[config.mk]
export PLATFORM = sky130hd
export DESIGN_NAME = worm_n
export DESIGN_NICKNAME = d
export VERILOG_FILES = /design/src/rtl/worm_n.sv
export SDC_FILE = /design/constraint.sdc
export NUM_CORES = 1
export LEC_CHECK = 0
export CORE_MARGIN = 2
export CORE_UTILIZATION = 48
export DETAILED_ROUTE_END_ITERATION = 16
export PLACE_DENSITY = 0.71
export SYNTH_ARGS = -nofsm -noshare
export SYNTH_HDL_FRONTEND = slang
export SYNTH_SLANG_ARGS = --single-unit
[constraint.sdc]
create_clock -name clk -period 4.4 [get_ports clk]
set_clock_uncertainty 0.15 [all_clocks]
set_input_delay 1.1 -clock clk [delete_from_list [all_inputs] [get_ports clk]]
set_output_delay 1.1 -clock clk [all_outputs]
set_load 0.02 [all_outputs]
[src/rtl/worm_n.sv]
// ---------------------------------------------------------------------------
// worm_n : rotary-encoder driven "worm" on an LED track.
//
// A quadrature encoder (ROT_A/ROT_B, asynchronous) is synchronised and
// filtered into detent events. Each detent moves the worm head one position
// up or down the track. The LED output lights the head plus a tail of
// min(Y, LED_W) LEDs in total.
//
// Configuration macro:
//   WORM_SATURATE_EN  undefined (default): head wraps at the track ends and
//                     the tail wraps around from index 0 to LED_W-1.
//                     defined: head clamps at 0 / LED_W-1 and the tail is
//                     truncated at index 0.
//
// Ports:
//   clk    in   system clock, rising edge
//   reset  in   asynchronous active-high reset
//   ROT_A  in   encoder channel A (asynchronous)
//   ROT_B  in   encoder channel B (asynchronous)
//   Y      in   [LEN_W]  requested worm length in lit LEDs
//   LED    out  [LED_W]  registered LED pattern, LED[0] leftmost
//   head   out  [clog2(LED_W)]  registered worm head index
//   step   out  one-cycle pulse per decoded detent
//   dir    out  direction of last detent (1 = increment), held
// ---------------------------------------------------------------------------
module worm_n #(
  parameter int LED_W = 8,
  parameter int LEN_W = 4
) (
  input  logic                       clk,
  input  logic                       reset,
  input  logic                       ROT_A,
  input  logic                       ROT_B,
  input  logic [LEN_W-1:0]           Y,
  output logic [LED_W-1:0]           LED,
  output logic [$clog2(LED_W)-1:0]   head,
  output logic                       step,
  output logic                       dir
);

  localparam int              HW       = $clog2(LED_W);
  localparam logic [HW-1:0]   HEAD_MAX = HW'(LED_W - 1);

  logic             r_a_s1, r_a_s2;
  logic             r_b_s1, r_b_s2;
  logic [1:0]       r_warm;
  logic             r_armed;
  logic             r_q1, r_q2, r_q1_d;
  logic [HW-1:0]    r_head;
  logic             r_dir;
  logic [LED_W-1:0] r_led;

  logic             w_step;
  logic [31:0]      w_len;
  logic [31:0]      w_dist;
  logic [LED_W-1:0] w_led;

  // Detent = rising edge of the filtered q1 flop.
  assign w_step = r_q1 & ~r_q1_d;

  // Effective length clamped to the track, then each LED is lit when its
  // distance behind the head is shorter than that length.
  always_comb begin
    w_led  = '0;
    w_dist = '0;
    w_len  = (32'(Y) > 32'(LED_W)) ? 32'(LED_W) : 32'(Y);
    for (int i = 0; i < LED_W; i++) begin
      if (32'(r_head) >= 32'(i)) begin
        w_dist = 32'(r_head) - 32'(i);
      end else begin
`ifdef WORM_SATURATE_EN
        // Positions above the head are never part of a truncated tail.
        w_dist = 32'hFFFF_FFFF;
`else
        w_dist = 32'(r_head) + 32'(LED_W) - 32'(i);
`endif
      end
      w_led[i] = (w_dist < w_len);
    end
  end

  always_ff @(posedge clk or posedge reset) begin
    if (reset) begin
      r_a_s1  <= 1'b0;
      r_a_s2  <= 1'b0;
      r_b_s1  <= 1'b0;
      r_b_s2  <= 1'b0;
      r_warm  <= 2'b00;
      r_armed <= 1'b0;
      r_q1    <= 1'b0;
      r_q2    <= 1'b0;
      r_q1_d  <= 1'b0;
      r_head  <= '0;
      r_dir   <= 1'b0;
      r_led   <= '0;
    end else begin
      r_a_s1 <= ROT_A;
      r_a_s2 <= r_a_s1;
      r_b_s1 <= ROT_B;
      r_b_s2 <= r_b_s1;

      // The synchroniser holds reset zeros for two clocks; only once it shows
      // real input levels, and the encoder is seen at rest (A=B=0), does the
      // filter start. This drops a detent that was cut by reset and stops
      // restored A=B=1 levels from looking like a fresh q1 rise.
      r_warm <= {r_warm[0], 1'b1};
      if (r_warm[1] && !r_a_s2 && !r_b_s2) begin
        r_armed <= 1'b1;
      end

      if (r_armed) begin
        if (r_a_s2 && r_b_s2) begin
          r_q1 <= 1'b1;
        end else if (!r_a_s2 && !r_b_s2) begin
          r_q1 <= 1'b0;
        end
        if (r_a_s2 && !r_b_s2) begin
          r_q2 <= 1'b1;
        end else if (!r_a_s2 && r_b_s2) begin
          r_q2 <= 1'b0;
        end
      end

      r_q1_d <= r_q1;

      if (w_step) begin
        r_dir <= r_q2;
        if (r_q2) begin
`ifdef WORM_SATURATE_EN
          if (r_head != HEAD_MAX) r_head <= r_head + HW'(1);
`else
          r_head <= (r_head == HEAD_MAX) ? '0 : r_head + HW'(1);
`endif
        end else begin
`ifdef WORM_SATURATE_EN
          if (r_head != '0) r_head <= r_head - HW'(1);
`else
          r_head <= (r_head == '0) ? HEAD_MAX : r_head - HW'(1);
`endif
        end
      end

      r_led <= w_led;
    end
  end

  assign LED  = r_led;
  assign head = r_head;
  assign step = w_step;
  assign dir  = r_dir;

endmodule

Yosys cells after proc, flatten, opt, wreduce, memory -nomap -nowiden
Index checks and enable logic that the tools add are counted.
W data, S select, Z words.
{"block": "totals", "inputBits": 8, "output_inout_bits": 13, "elab_cells": 76, "reg_bits": 22}
{"block": "op_classes", "bitwise": 2, "magnitude_cmp": 16, "add_sub_neg": 17, "n_reduce_logical": 13, "n_mux": 15, "eq_ne": 1}
{"operator": "$lt A32 B4 Y1", "n": 7}
{"operator": "$mux W32", "n": 7}
{"operator": "$sub A32 B3 Y32 const B", "n": 3}
{"operator": "$sub A32 B2 Y32 const B", "n": 2}
{"operator": "$sub A32 B1 Y32 const B", "n": 1}
{"operator": "$sub A3 B3 Y4 const B", "n": 4}
{"operator": "$ge A3 B3 Y1 const B", "n": 4}
{"operator": "$mux W3", "n": 3}
{"operator": "$sub A3 B2 Y4 const B", "n": 2}
{"operator": "$ge A3 B2 Y1 const B", "n": 2}
{"operator": "$logic_and A1 B1 Y1", "n": 6}
{"operator": "$sub A5 B3 Y6 const B", "n": 1}
{"operator": "$add A3 B4 Y5 const B", "n": 1}
{"operator": "$gt A4 B4 Y1 const B", "n": 1}
{"operator": "$lt A3 B4 Y1", "n": 1}
{"operator": "$mux W1", "n": 4}
{"operator": "$mux W4", "n": 1}
{"operator": "$reduce_and A2 Y1", "n": 2}
{"operator": "$reduce_bool A2 Y1", "n": 2}
{"operator": "$sub A3 B1 Y4 const B", "n": 1}
{"operator": "$add A3 B1 Y3 const B", "n": 1}
{"operator": "$eq A3 B3 Y1 const B", "n": 1}
{"operator": "$ge A3 B1 Y1 const B", "n": 1}
{"operator": "$logic_not A3 Y1", "n": 1}
{"operator": "other kinds (4)", "n": 5}

Depth between registers and ports, before layout
{"block": "depth", "word_depth": 4, "depth_mapped": 11, "depth_no_buf": 10}

Worst setup path before layout
No wires, ideal clock.
{"block": "synth_path", "path_kind": "input to register", "from": "input Y[3]", "to": "register r_led[7], in the netlist LED[7]", "t_required_ns": 4.186, "n_path_buf": 0, "arrival_ns": 2.562, "setup_ns": 0.064, "slack_ns": 1.624, "cell_stages": 6, "path_cell_list": "inv_1 -> nand2_1 -> ha_1 -> or4_4 -> a221oi_2 -> or3_1"}
{"block": "synth_via", "elab_chain_len": 3}
{"item": "from (decl)", "line_no": "34", "rtl": "input logic [LEN_W-1:0] Y,"}
{"item": "$gt A4 B4 Y1", "line_no": "66", "rtl": "w_len = (32'(Y) > 32'(LED_W)) ? 32'(LED_W) : 32'(Y);"}
{"item": "$mux W4 *", "line_no": "66"}
{"item": "$lt A32 B4 Y1 *", "line_no": "78", "rtl": "w_led[i] = (w_dist < w_len);"}
{"item": "named net w_led[7]", "line_no": "56", "rtl": "logic [LED_W-1:0] w_led;"}
{"item": "to (signal assigned)", "line_no": "143", "rtl": "r_led <= w_led;"}
{"item": "to (decl)", "line_no": "51", "rtl": "logic [LED_W-1:0] r_led;"}
Mark *: on every way through the listed nets, which the timed path passes. The rest lies on a longest branch.
A chain may end at the register's enable or synchronous reset.

Final worst setup path
Same ends and word-level chain as after synthesis.

==> impl_metrics.yaml <==
run_status:
  status: "finished clean"
floorplan:
  rows: 20
  core_um2: 3000
  die_w_um: 60.0
  initial_core_util_pct: 50.0
  die_area_um2: 3590
  ios: 21
  fp.dieH_um: 60.0
min_path:
  hold_path_end: "r_a_s2$_DFF_PP0_"
  hold_depth: 0
  hold_class: "reg2reg"
  min-delay-start: "r_a_s1$_DFF_PP0_"
power_and_ir_drop:
  p_per_area_nw_per_um2: 711
  leakage_nw: 0.916
  ir_drop_mv: 0.321
worst_setup_path:
  r2r_setup_slack_ns: 1.83
  slowest_delay_ns: 0.54
  start_kind: "primary input"
  path_class: "in2reg"
  cp_slowest_cell: "or4_4"
  worstPathRequired_ns: 4.52
  critical_path_arrival_ns: 3.41
  path_cells: "clkdlybuf4s50_1 -> inv_1 -> nand2_1 -> ha_1 -> or4_4 -> a221oi_2 -> or3_1"
  r2r_start: "head[0]$_DFFE_PP0P_"
  ff2ff_path_depth: 8
  crit_fanout: 10
  endpoint_kind: "flip-flop"
  r2r-end: "LED[7]$_DFF_PP0_"
run:
  drv_cap: 0
clock_network:
  cts.sinks: 22
  clkTransAtPathRegs_ns: 0.13
  clock_latency_ns: 0.32
  post_cts_resized: 0
  ctsHtreeMaxLevel: 1
  cts_hold_buf: 0
  cts_tree: "built"
  cts_setup_buffers: 0
  clockBufferDepth: 2
  cts_buffers: 3
  cts_root_buf: "clkbuf_4"
cells_and_area:
  n_antenna_cell: 0
  final_nets: 207
  seq_area_um2: 551
  num-fill-cells: 251
  layout_commonest_cell: "ha_1"
  final_core_util_pct: 59.5
  multi_input_comb_area_um2: 868
  layout_common_cells: "ha_1, dfrtp_1, inv_1, clkdlybuf4s50_1, a31oi_1"
  drive_gt1_share_pct: 8.07
  area_delta_synth_final_pct: 19.0
timing:
  fmax_mhz: 304
  tns_ns: 0
  setup_viol: 0
  slew_violations: 0
  post-route-min-period_ns: 3.29
  hold_viol: 0
  rsz0062_at_grt: "false"
  worstMarginPinSlew_ns: 0.848
  fin_crit_sh_pct: 74.8
  max-slew-margin-rel_pct: 43.4
logic_synthesis:
  synth_area_um2: 1500
  ys_types: 35
  syn_area_per_cell_um2: 10.9
  synth-seq-cells: 22
  synth_edf_count: 0
  yosys_warnings: 0
  yosysSeqAreaShare_pct: 36.6
  async_flop_share_pct: 100
  synth_ff_type: "dfrtp_1"
  synthesis.instances: 138
placement:
  io_buffers: 20
  place_congestion: 0.868
  hpwlAfterDp_um: 2150
global_route:
  grt_pass1_vias: 1083
  grt_pass1_wl_um: 4910
  grt_max_degree: 23
  track_usage_pct: 18.4
  overflow: 0
  antenna_found_initial: 0
routing:
  via_per_inst: 5.63
  drt_wl_total_um: 2820
  drc: 0
  vias: 1092
  ant_nets: 0
  firstDrtPassIters: 4
  drt_iter0_drc: 21
  wl_per_cell_um: 14.6
==> cells by family after synthesis <==
group	after synthesis	synth area share, %
AO/OA/AOI/OAI	30	14.5
adder cells (fa/ha/maj)	37	30.8
buffers and inverters	22	5.83
flip-flops	22	36.6
multiplexers	3	2.25
other	2	0.500
AND/OR/NAND/NOR	22	9.49
==> power breakdown <==
part	internal (mW)	switching [mW]
registers	0.265	0.0637
logic	0.387	0.396
clock network	0.0922	0.0675
total	0.744	0.528
==> final cells by class <==
class | count | share of cell area, %
Clock buffer | 3 | 1.26
Clock inverter | 1 | 1.68
Inverter | 20 | 4.20
Multi-Input combinational cell | 95 | 48.6
Sequential cell | 22 | 30.8
Tap cell | 33 | 2.31
Timing Repair Buffer | 20 | 11.2
==> synth_stat cells (all sizes together) (2+ instances only) <==
cell    number  area, µm²
a31o         2       17.5
buf          2       12.5
inv         20       75.1
ha          37        463
dfrtp       22        551
o21bai       3       22.5
nand2b       3       18.8
nor2b        3       21.3
conb         2       7.51
o21ai        2       10.0
a21o         4       30.0
a211o        3       26.3
mux2         3       33.8
a21oi        4       20.0
nand2        5       18.8
a31oi        6       37.5
==> routing by layer <==
metal  part of all wire (%)  vias to the layer above  global-route usage [%]
met5                      0                        -                       0
met4                    1.3                        0                    7.62
met3                    3.8                        4                    2.16
met2                     51                       27                    32.1
met1                     44                      532                    22.6
li1                       -                      529                       -
==> sequential cells by signal (all words and copies together) (netlist names) <==
signal,count
LED,8
dir,1
head,3
r_a_s1,1
r_a_s2,1
r_armed,1
r_b_s1,1
r_b_s2,1
r_q1,1
r_q1_d,1
r_q2,1
r_warm,2
==> worst max-delay path, delay by kind of cell <==
kind	cells	cell delay [ns]
AO/OA/AOI/OAI	1	0.18
adder cells (fa/ha/maj)	1	0.32
buffers and inverters	2	0.83
AND/OR/NAND/NOR	3	0.99
==> through the flow <==
stage	hold WS (ns)	std cells	total power [mW]	area, µm²	setup slack (ns)
floorplan	0.181	139	0.867	1510	1.62
global placement	0.185	190	1.09	1740	0.908
detailed placement	0.189	190	1.12	1740	0.770
CTS	0.220	194	1.28	1790	1.11
global route	0.234	194	1.40	1790	0.981
finish	0.216	194	1.27	1790	1.11
==> worst max-delay path by stage <==
| stage | slack, ns | from | endpoint |
|---|---|---|---|
| 2_1_floorplan | 1.62 | Y[3] | LED[7]$_DFF_PP0_ |
| 3_3_place_gp | 0.91 | Y[3] | LED[7]$_DFF_PP0_ |
| 3_5_place_dp | 0.77 | Y[3] | LED[7]$_DFF_PP0_ |
| 4_1_cts | 1.11 | Y[3] | LED[7]$_DFF_PP0_ |
| 5_1_grt | 0.98 | Y[3] | LED[7]$_DFF_PP0_ |
| 6_report | 1.11 | Y[3] | LED[7]$_DFF_PP0_ |
Note: power is estimated with default switching activity, not from simulation.
